File: src/rtl/lsu.sv
// RV32I load/store unit: one access at a time over a req/ack data-memory port.
// Aligns and extends load data and flags misaligned, illegal and timed-out accesses.
module lsu #(
   parameter int unsigned MEM_TIMEOUT = 255
) (
   input  logic        clk,
   input  logic        rst,
   input  logic        req_valid,
   output logic        req_ready,
   input  logic [31:0] req_addr,
   input  logic [31:0] req_wdata,
   input  logic [2:0]  req_funct3,
   input  logic        req_store,
   input  logic [4:0]  req_rd,
   output logic        resp_valid,
   output logic [31:0] resp_data,
   output logic [4:0]  resp_rd,
   output logic        resp_err,
   output logic        mem_req,
   output logic        mem_we,
   output logic [31:0] mem_addr,
   output logic [31:0] mem_wdata,
   output logic [3:0]  mem_be,
   input  logic        mem_ack,
   input  logic [31:0] mem_rdata,
   output logic        busy
);

   localparam int unsigned CW = (MEM_TIMEOUT > 1) ? $clog2(MEM_TIMEOUT) : 1;
   localparam logic [CW-1:0] CNT_LAST = CW'(MEM_TIMEOUT - 1);

   typedef enum logic [1:0] {
      S_IDLE,
      S_BUS,
      S_RESP
   } state_t;

   state_t        state_q, state_d;
   logic [CW-1:0] cnt_q, cnt_d;
   logic          store_q, store_d;
   logic [2:0]    f3_q, f3_d;
   logic [1:0]    off_q, off_d;
   logic [4:0]    rd_q, rd_d;
   logic [31:0]   addr_q, addr_d;
   logic [31:0]   wdata_q, wdata_d;
   logic [3:0]    be_q, be_d;
   logic [31:0]   rdata_q, rdata_d;
   logic [4:0]    rrd_q, rrd_d;
   logic          err_q, err_d;

   logic          legal;
   logic          misaligned;
   logic [3:0]    lane_be;
   logic [31:0]   lane_wdata;
   logic [31:0]   shifted;
   logic [31:0]   load_ext;

   always_comb begin
      legal      = 1'b0;
      misaligned = 1'b0;
      lane_be    = 4'hF;
      lane_wdata = req_wdata;
      if (req_store) legal = (req_funct3 == 3'b000) || (req_funct3 == 3'b001) || (req_funct3 == 3'b010);
      else           legal = (req_funct3 == 3'b000) || (req_funct3 == 3'b001) || (req_funct3 == 3'b010)
                          || (req_funct3 == 3'b100) || (req_funct3 == 3'b101);
      case (req_funct3[1:0])
         2'b00: begin
            lane_be    = 4'b0001 << req_addr[1:0];
            lane_wdata = {4{req_wdata[7:0]}};
         end
         2'b01: begin
            lane_be    = 4'b0011 << req_addr[1:0];
            lane_wdata = {2{req_wdata[15:0]}};
            misaligned = req_addr[0];
         end
         default: begin
            misaligned = (req_addr[1:0] != 2'b00);
         end
      endcase
   end

   always_comb begin
      shifted  = mem_rdata >> {off_q, 3'b000};
      load_ext = shifted;
      case (f3_q)
         3'b000:  load_ext = {{24{shifted[7]}}, shifted[7:0]};
         3'b001:  load_ext = {{16{shifted[15]}}, shifted[15:0]};
         3'b100:  load_ext = {24'h000000, shifted[7:0]};
         3'b101:  load_ext = {16'h0000, shifted[15:0]};
         default: load_ext = shifted;
      endcase
   end

   always_comb begin
      state_d = state_q;
      cnt_d   = cnt_q;
      store_d = store_q;
      f3_d    = f3_q;
      off_d   = off_q;
      rd_d    = rd_q;
      addr_d  = addr_q;
      wdata_d = wdata_q;
      be_d    = be_q;
      rdata_d = rdata_q;
      rrd_d   = rrd_q;
      err_d   = err_q;
      case (state_q)
         S_IDLE: begin
            if (req_valid) begin
               if (legal && !misaligned) begin
                  state_d = S_BUS;
                  cnt_d   = '0;
                  store_d = req_store;
                  f3_d    = req_funct3;
                  off_d   = req_addr[1:0];
                  rd_d    = req_rd;
                  addr_d  = {req_addr[31:2], 2'b00};
                  wdata_d = lane_wdata;
                  be_d    = lane_be;
               end else begin
                  state_d = S_RESP;
                  err_d   = 1'b1;
                  rdata_d = '0;
                  rrd_d   = '0;
               end
            end
         end
         S_BUS: begin
            // ack is checked first so it wins over a timeout in the same cycle
            if (mem_ack) begin
               state_d = S_RESP;
               err_d   = 1'b0;
               rdata_d = store_q ? '0 : load_ext;
               rrd_d   = store_q ? '0 : rd_q;
            end else if (cnt_q == CNT_LAST) begin
               state_d = S_RESP;
               err_d   = 1'b1;
               rdata_d = '0;
               rrd_d   = '0;
            end else begin
               cnt_d = cnt_q + 1'b1;
            end
         end
         S_RESP: begin
            state_d = S_IDLE;
            err_d   = 1'b0;
            rdata_d = '0;
            rrd_d   = '0;
         end
         default: state_d = S_IDLE;
      endcase
   end

   always_ff @(posedge clk) begin
      if (rst) begin
         state_q <= S_IDLE;
         cnt_q   <= '0;
         store_q <= 1'b0;
         f3_q    <= '0;
         off_q   <= '0;
         rd_q    <= '0;
         addr_q  <= '0;
         wdata_q <= '0;
         be_q    <= '0;
         rdata_q <= '0;
         rrd_q   <= '0;
         err_q   <= 1'b0;
      end else begin
         state_q <= state_d;
         cnt_q   <= cnt_d;
         store_q <= store_d;
         f3_q    <= f3_d;
         off_q   <= off_d;
         rd_q    <= rd_d;
         addr_q  <= addr_d;
         wdata_q <= wdata_d;
         be_q    <= be_d;
         rdata_q <= rdata_d;
         rrd_q   <= rrd_d;
         err_q   <= err_d;
      end
   end

   assign req_ready  = (state_q == S_IDLE);
   assign busy       = (state_q != S_IDLE);
   assign resp_valid = (state_q == S_RESP);
   assign resp_err   = err_q;
   assign resp_data  = rdata_q;
   assign resp_rd    = rrd_q;
   assign mem_req    = (state_q == S_BUS);
   assign mem_we     = mem_req & store_q;
   assign mem_addr   = addr_q;
   assign mem_wdata  = wdata_q;
   assign mem_be     = be_q;

endmodule

File: config.mk
export PLATFORM = sky130hd
export DESIGN_NAME = lsu
export DESIGN_NICKNAME = d
export VERILOG_FILES = /design/src/rtl/lsu.sv
export SDC_FILE = /design/constraint.sdc
export NUM_CORES = 1
export LEC_CHECK = 0
export ABC_AREA = 1
export BUFFER_PORTS_ARGS = -buffer_cell sky130_fd_sc_hd__buf_2
export CAP_MARGIN = 20
export CELL_PAD_IN_SITES_DETAIL_PLACEMENT = 1
export CELL_PAD_IN_SITES_GLOBAL_PLACEMENT = 1
export CORE_ASPECT_RATIO = 0.6
export CORE_MARGIN = 2
export CORE_UTILIZATION = 35
export CTS_BUF_LIST = sky130_fd_sc_hd__clkbuf_8
export DETAILED_ROUTE_END_ITERATION = 7
export PLACE_DENSITY_LB_ADDON = 0.15
export SLEW_MARGIN = 40
export SYNTH_ARGS = -nofsm -noshare
export SYNTH_HDL_FRONTEND = slang
export SYNTH_SLANG_ARGS = --single-unit
export TNS_END_PERCENT = 30
File: constraint.sdc
create_clock -name clk -period 1.7 [get_ports clk]
set_input_delay 0.255 -clock clk [delete_from_list [all_inputs] [get_ports clk]]
set_output_delay 0.255 -clock clk [all_outputs]
set_load 0.1 [all_outputs]
# ---- Yosys cells after proc, flatten, opt, wreduce, memory -nomap -nowiden
# Index checks and enable logic that the tools add are counted.
dict set report word_totals {
  reg_bits 125
  out_inout_bits 111
}
dict set report classes {
  mux 32
  reduce_logical 18
  eq_ne 17
  shift 3
  add_sub_neg 1
  bitwise_logic 1
}
# operator n
set ops {}
lappend ops {{$mux W32} 5}
lappend ops {{$pmux W32 S4} 1}
lappend ops {{$pmux W32 S3} 1}
lappend ops {{$pmux W32 S2} 1}
lappend ops {{$mux W8} 4}
lappend ops {{$shr A32 B5 Y32} 1}
lappend ops {{$mux W5} 5}
lappend ops {{$pmux W8 S2} 1}
lappend ops {{$pmux W5 S3} 1}
lappend ops {{$eq A3 B3 Y1 const B} 4}
lappend ops {{$add A8 B1 Y8 const B} 1}
lappend ops {{$eq A8 B8 Y1 const B} 1}
lappend ops {{$mux W2} 4}
lappend ops {{$ne A2 B2 Y1 const B} 4}
lappend ops {{$pmux W4 S2} 1}
lappend ops {{$eq A3 B1 Y1 const B} 2}
lappend ops {{$logic_not A3 Y1} 2}
lappend ops {{$reduce_bool A2 Y1} 3}
lappend ops {{$mux W1} 5}
lappend ops {{$reduce_and A5 Y1} 1}
lappend ops {{$eq A2 B1 Y1 const B} 2}
lappend ops {{$logic_not A2 Y1} 2}
lappend ops {{$logic_or A1 B1 Y1} 4}
lappend ops {{$pmux W2 S2} 1}
lappend ops {{other kinds (15)} 15}

# ---- Logic depth before layout (Yosys ltp)
# Gate-level depths: netlist (run 1).
dict set report depth {
  word_depth 10
  mapped_depth 11
  depth_no_buf 10
}

# ---- Worst setup path before layout (run 1)
# OpenSTA, ideal clock, no wires.
dict set report synth_timing {
  path_type {register -> register}
  start {register state_q[1]}
  end {register f3_q[0]}
  t_arrival_ps 2036
  n_path_buf 2
  path_stages_with_launch 9
  required_ps 1583
  setup_time_ps 117
  path_slack_ps -453
  cell_sequence {dfxtp_1 > nor2_4 > inv_2 > nor2_2 > nand3_2 > buf_4 > buf_4 > o21ai_1 > a21oi_1}
}
dict set report synth_via {
  elab_chain_cells 2
}
# item line
set synth_lines {}
lappend synth_lines {{from (decl)} 38} ;# state_t state_q, state_d;
lappend synth_lines {{from (signal assigned)} 169} ;# state_q <= state_d;
lappend synth_lines {{$logic_not A2 Y1} n/a}
lappend synth_lines {{via req_ready} 9} ;# output logic req_ready,
lappend synth_lines {{$reduce_and A3 Y1 (no line)} n/a}
lappend synth_lines {{to (signal assigned)} 159} ;# f3_q <= '0;
lappend synth_lines {{to (signal assigned)} 172} ;# f3_q <= f3_d;
lappend synth_lines {{to (decl)} 41} ;# logic [2:0] f3_q, f3_d;
# The timed path passes the listed nets, and every way through them passes these cells.
# A chain may end at the register's enable or synchronous reset.

# ---- Worst setup path after layout (run 1)
dict set report layout_timing {
  start {register state_q[1]}
  end {output port resp_valid}
}
dict set report layout_via {
  elab_chain_cells 1
}
# item line
set layout_lines {}
lappend layout_lines {{$eq A2 B2 Y1} 186} ;# assign resp_valid = (state_q == S_RESP);
lappend layout_lines {{to (decl)} 15} ;# output logic resp_valid,
# No other way between the ends.

==> results of run 1 <==
-- power breakdown --
| group | switching, mW | internal [mW] | total (mW) |
|---|---|---|---|
| Combinational | 1.57 | 0.494 | 2.07 |
| Sequential | 0.0736 | 3.05 | 3.12 |
| Clock | 1.41 | 1.41 | 2.81 |
| Total | 3.05 | 4.95 | 8.00 |
-- worst register-to-register path, cell delays in order, from the launching register on --
cell and delay (ns):
dfxtp_1 0.38, inv_2 0.07, ha_1 0.20, nand2_1 0.07
nor2_1 0.04, nand2_1 0.07, nand2_1 0.08, nand2_1 0.11
buf_12 0.23, nor2_1 0.08, o21a_1 0.17
-- cells in the mapped netlist, drive strengths merged --
master    n
nand3    17
inv      97
ha        2
clkbuf   19
o21a      1
o21ai    59
nand4     1
nor2     29
conb      1
or2       7
dfxtp   125
o211ai   20
nor3      2
a21oi   145
nand2   269
buf      41
o21bai   37
-- kinds of logic (layout without fill, tap and decap cells) --
logic type,count (synthesis),in the layout,synth area share
other,1,2,0.000619
DFF,125,125,0.413
AOI/OAI and AO/OA,262,262,0.240
and+or+nand+nor,325,325,0.224
adders and majority gates,2,2,0.00413
buffers and inverters,157,372,0.119
-- flip-flops by register name (all words and copies together), names as in the netlist --
register	count
resp_err	1
state_q	2
mem_be	4
cnt_q	8
store_q	1
off_q	2
rd_q	5
mem_wdata	32
f3_q	3
resp_data	32
resp_rd	5
mem_addr	30
-- final cells by class --
| cell class | count | share of cell area |
|---|---|---|
| clock buffer | 18 | 0.0312 |
| clock inverter | 14 | 0.0216 |
| inverter | 97 | 0.0468 |
| multi-input combinational | 591 | 0.361 |
| sequential | 125 | 0.315 |
| tap | 234 | 0.0369 |
| timing repair buffer | 243 | 0.187 |
-- cell usage in the layout (no fill, tap or decap), drive strengths merged --
master | netlist | final
nand2 | 269 | 269
buf | 41 | 243
a21oi | 145 | 145
dfxtp | 125 | 125
inv | 97 | 106
o21ai | 59 | 59
o21bai | 37 | 37
nor2 | 29 | 29
o211ai | 20 | 20
clkbuf | 19 | 18
nand3 | 17 | 17
or2 | 7 | 7
nor3 | 2 | 2
ha | 2 | 2
conb | 1 | 2
bufinv | 0 | 2
clkinv | 0 | 2
nand4 | 1 | 1
o21a | 1 | 1
clkinvlp | 0 | 1
-- final timing paths --
check / slack [ns] / end
hold reg to reg: 0.47 / mem_addr[23]
setup reg to reg: 0.12 / resp_err
setup / recovery: 0.07 / resp_valid
hold / removal: 0.06 / mem_addr[13]
-- layer usage --
layer	global-route usage	wire length (um)	vias to the layer above
li1	-	-	3198
met1	0.351	10800	2914
met2	0.311	8380	166
met3	0.0640	1650	5
met4	0.0450	67	0
met5	0	0	-
-- per-stage QoR --
stage / instance area, um^2 / cells / power (mW)
global route: 7950 / 1322 / 8.39
detailed placement: 7500 / 1290 / 5.24
floorplan: 6110 / 873 / 4.71
CTS: 7930 / 1322 / 8.09
global placement: 7500 / 1290 / 5.23
finish: 7950 / 1322 / 8.00
-- repair_timing --
item,CTS,global route
resized for setup,3,6
pin swaps,0,1
endpoints found under the setup margin,3,41
==> flow_summary.toml, run 1 <==
[status]
status = "complete, no violations"

[critical_path]
r2r_cells = 10
critical_path.top_delay_family = "buffers and inverters"
cp_data_arrival_time_ns = 1.38
worstSetupPathType = "flip-flop to primary output"
critPathMaxFanout = 3
cp-startpoint = "state_q[1]"
critPathLaunchType = "flip-flop"
path_cells = "inv_1, buf_4, nor2_4, buf_12"
slowest_delay_ns = 0.38
cp.depth = 4
required_ns = 1.44
critPathCaptureType = "primary output"
rr_startpoint = "cnt_q[0]"
slowest_stage = "dfxtp_2"
critPathBufInv = 3

[place]
dp_hpwl_um = 15300
numPortBuffers = 217
dp_slack_ns = 0.0816
place_congestion = 0.857

[sta]
timing.setup.tns_ns = 0
period_minus_slack_ns = 1.63
relSlewSlack = 0.642
fin_crit_sh = 0.959
hold_ws_ns = 0.0577
fin_ws_ns = 0.0697
fin_skew_ns = 0.0211
fmax_ghz = 0.613
hold_viol_final = 0
drv_slew = 0
tightest_slew_ns = 0.536
setup_violations = 0

[synthesis]
yosysSeqAreaShare = 0.413
ys_ff_latch = 125
ys_types = 29
yosys.area.top_type = "dfxtp_1"
syn-instance-count = 872
synth.avg_cell_area_um2 = 6.95
ys_warn_count = 0
synth_area_um2 = 6060
synthTopCellsByArea = "dfxtp_1 (41%), nand2_1 (16%), a21oi_1 (12%)"
yosysTopAreaCellShare = 0.413

[cells_and_area]
finalNetCount = 1186
seq_area_um2 = 2500
nFillCells = 2265
multi_input_area_um2 = 2870
area_growth_pct = 31.1
drive_gt1_frac = 0.287
final_core_util = 0.466
n_antenna_cell = 0

[cts]
cts_tree = "yes"
clockRootBuffer = "clkbuf_8"
cts.sinks = 125
path_clk_slew_ns = 0.09
htreeDepth = 4
cts_buffers = 17
post-cts-setup-buffer-count = 0
clkLatencyLatePin_ns = 0.43
cts_buffer_depth = 2
postCtsHoldBufs = 0

[run]
maxCapViolations = 0

[grt]
grt_max_degree = 108
grt_pass1_wl_um = 33500
grt_overflow = 0
grtUsageTotal = 0.228
grt_pass1_vias = 6146
antenna_found_initial = 0

[detailed_routing]
first_pass_iters = 4
wl_per_cell_um = 15.8
viasPerCell = 4.75
drtAntennaViolNets = 0
vias = 6283
drt-initial-drc-count = 399
routed_wl_um = 20800
drc = 0

[die]
die-area_um2 = 18400
start_util = 0.356
die_y_um = 106
fp.dieW_um = 174
pin_count = 220
coreArea_um2 = 17000
rows = 37

[hold_path]
hold_start = "req_addr[13]"
hold_path_depth = 3
hold_path_class = "input pin to flip-flop"

[power]
power.leakage_nw = 3.82
power_density_nw_per_um2 = 1010
ir_worst_vdd_mv = 0.526
No activity file was read; power rests on OpenSTA's default activity.
==> inputs of run 2 (changes only) <==
Settings changed: ABC_CLOCK_PERIOD_IN_PS from default to 1850.
Clock period 1.7 ns to 1.85 ns, I/O delays scaled along.
==> run 2 against run 1 <==
Clock power is 12% lower; sequential share of layout area up 0.63 points; sequential power down 8.0%; largest cell class unchanged; register-to-register slack gained 0.07 ns; sequential cell count did not move; total power fell by 10%; first-iteration DRC count is 28% lower; critical path depth unchanged.
==> flow_summary.toml, run 2 (synthesized netlist as in run 1, its figures left out) <==
[cells_and_area]
n_antenna_cell = 0
layout_commonest_cell = "nand2_1"
drive_gt1_frac = 0.284
most-common-layout-cells = "nand2_1 (263), buf_2 (212), a21oi_1 (145), dfxtp_1 (124), inv_1 (88)"
finalNetCount = 1184
final_core_util = 0.457
nFillCells = 2287
area_growth_pct = 28.4

[detailed_routing]
drtAntennaViolNets = 0
drt-initial-drc-count = 286
wl_per_cell_um = 16.0
vias = 6325
viasPerCell = 4.79
first_pass_iters = 4
drc = 0
routed_wl_um = 21100

[sta]
hold_viol_final = 0
drv_slew = 0
setup_violations = 0
rsz0062_at_grt = "false"
fin_crit_sh = 0.965
timing.setup.tns_ns = 0
period_minus_slack_ns = 1.78
fmax_ghz = 0.560
tightest_slew_ns = 0.587
relSlewSlack = 0.607
fin_skew_ns = 0.0169

[cts]
cts_buffers = 17
clkLatencyLatePin_ns = 0.44
cts.sinks = 125
postCtsHoldBufs = 0
htreeDepth = 4
cts_buffer_depth = 2
path_clk_slew_ns = 0.09
cts_tree = "yes"
clockRootBuffer = "clkbuf_8"

[place]
place_congestion = 0.833
dp_hpwl_um = 15600
numPortBuffers = 217

[power]
totalPowerFinal_mw = 7.19
power_density_nw_per_um2 = 924
power.leakage_nw = 3.76
ir_worst_vdd_mv = 0.485

[critical_path]
critical_path.top_delay_family = "buffers and inverters"
required_ns = 1.57
slowest_delay_ns = 0.35
path_cells = "inv_1, nand2_2, inv_1, buf_4"
critPathMaxFanout = 6
slowest_stage = "dfxtp_1"
cp_common_cell = "inv_1"
critPathBufInv = 3
worstSetupPathType = "flip-flop to primary output"
critPathCaptureType = "primary output"
critPathLaunchType = "flip-flop"
cp_data_arrival_time_ns = 1.51

[grt]
grt_pass1_wl_um = 33200
grt_use_met2 = 0.304
grtUsageTotal = 0.228
grt_overflow = 0
busiest_layer = "met1"
antenna_found_initial = 0
grt_pass1_vias = 6177
use_met1 = 0.351
grt_max_degree = 108
met3_usage = 0.0683

[die]
rows = 37
pin_count = 220
die_y_um = 106
coreArea_um2 = 17000
die-area_um2 = 18400
start_util = 0.356
fp.dieW_um = 174

[hold_path]
hold_path_class = "input pin to flip-flop"

[run]
maxCapViolations = 0

[status]
status = "complete, no violations"
run 2: through the flow:
stage | hold slack, ns | instances | cell area (um^2) | setup WS (ns)
2_1_floorplan | 0.420 | 873 | 6110 | -0.239
4_1_cts | 0.0508 | 1320 | 7780 | 0.0692
3_5_place_dp | 0.454 | 1288 | 7380 | 0.124
3_3_place_gp | 0.449 | 1288 | 7380 | 0.208
6_report | 0.0692 | 1320 | 7780 | 0.0657
5_1_grt | 0.0545 | 1320 | 7780 | 0.0100
run 2: path summary, 6_finish.rpt:
path,end,slack (ns),from,cells after the start
max reg2reg,resp_data[4],0.19,state_q[1],7
max,mem_req,0.07,state_q[1],4
min,mem_addr[7],0.07,req_addr[7],3
min reg2reg,resp_rd[4],0.46,rd_q[4],2
run 2: layout make-up:
class	count	area, um^2	area share
multi-input combinational	591	2860	0.367
sequential	125	2500	0.322
timing repair buffer	241	1370	0.176
inverter	97	372	0.0477
tap	234	293	0.0376
clock buffer	17	234	0.0301
clock inverter	15	160	0.0206
run 2: metal layers:
| metal | part of all wire | vias up |
|---|---|---|
| met2 | 0.39 | 170 |
| met4 | 0.0082 | 0 |
| met3 | 0.075 | 17 |
| li1 | - | 3194 |
| met5 | 0 | - |
| met1 | 0.53 | 2944 |
run 2: timing repair:
action	in CTS	in global routing
resized for setup	4	2
endpoints found under the setup margin	4	2
buffers inserted	0	0
run 2: worst register-to-register path, stage by stage (launching register included):
cell,delay (ns)
dfxtp_1,0.35
inv_1,0.13
nand2_2,0.15
nor2_4,0.15
nand2_4,0.11
inv_2,0.24
o211ai_1,0.27
a21oi_1,0.19
run 2: power by group:
part | switching, mW | total [mW] | internal, mW
Combinational | 1.43 | 1.85 | 0.419
Clock | 1.26 | 2.47 | 1.22
Sequential | 0.0714 | 2.87 | 2.80
Total | 2.76 | 7.19 | 4.44
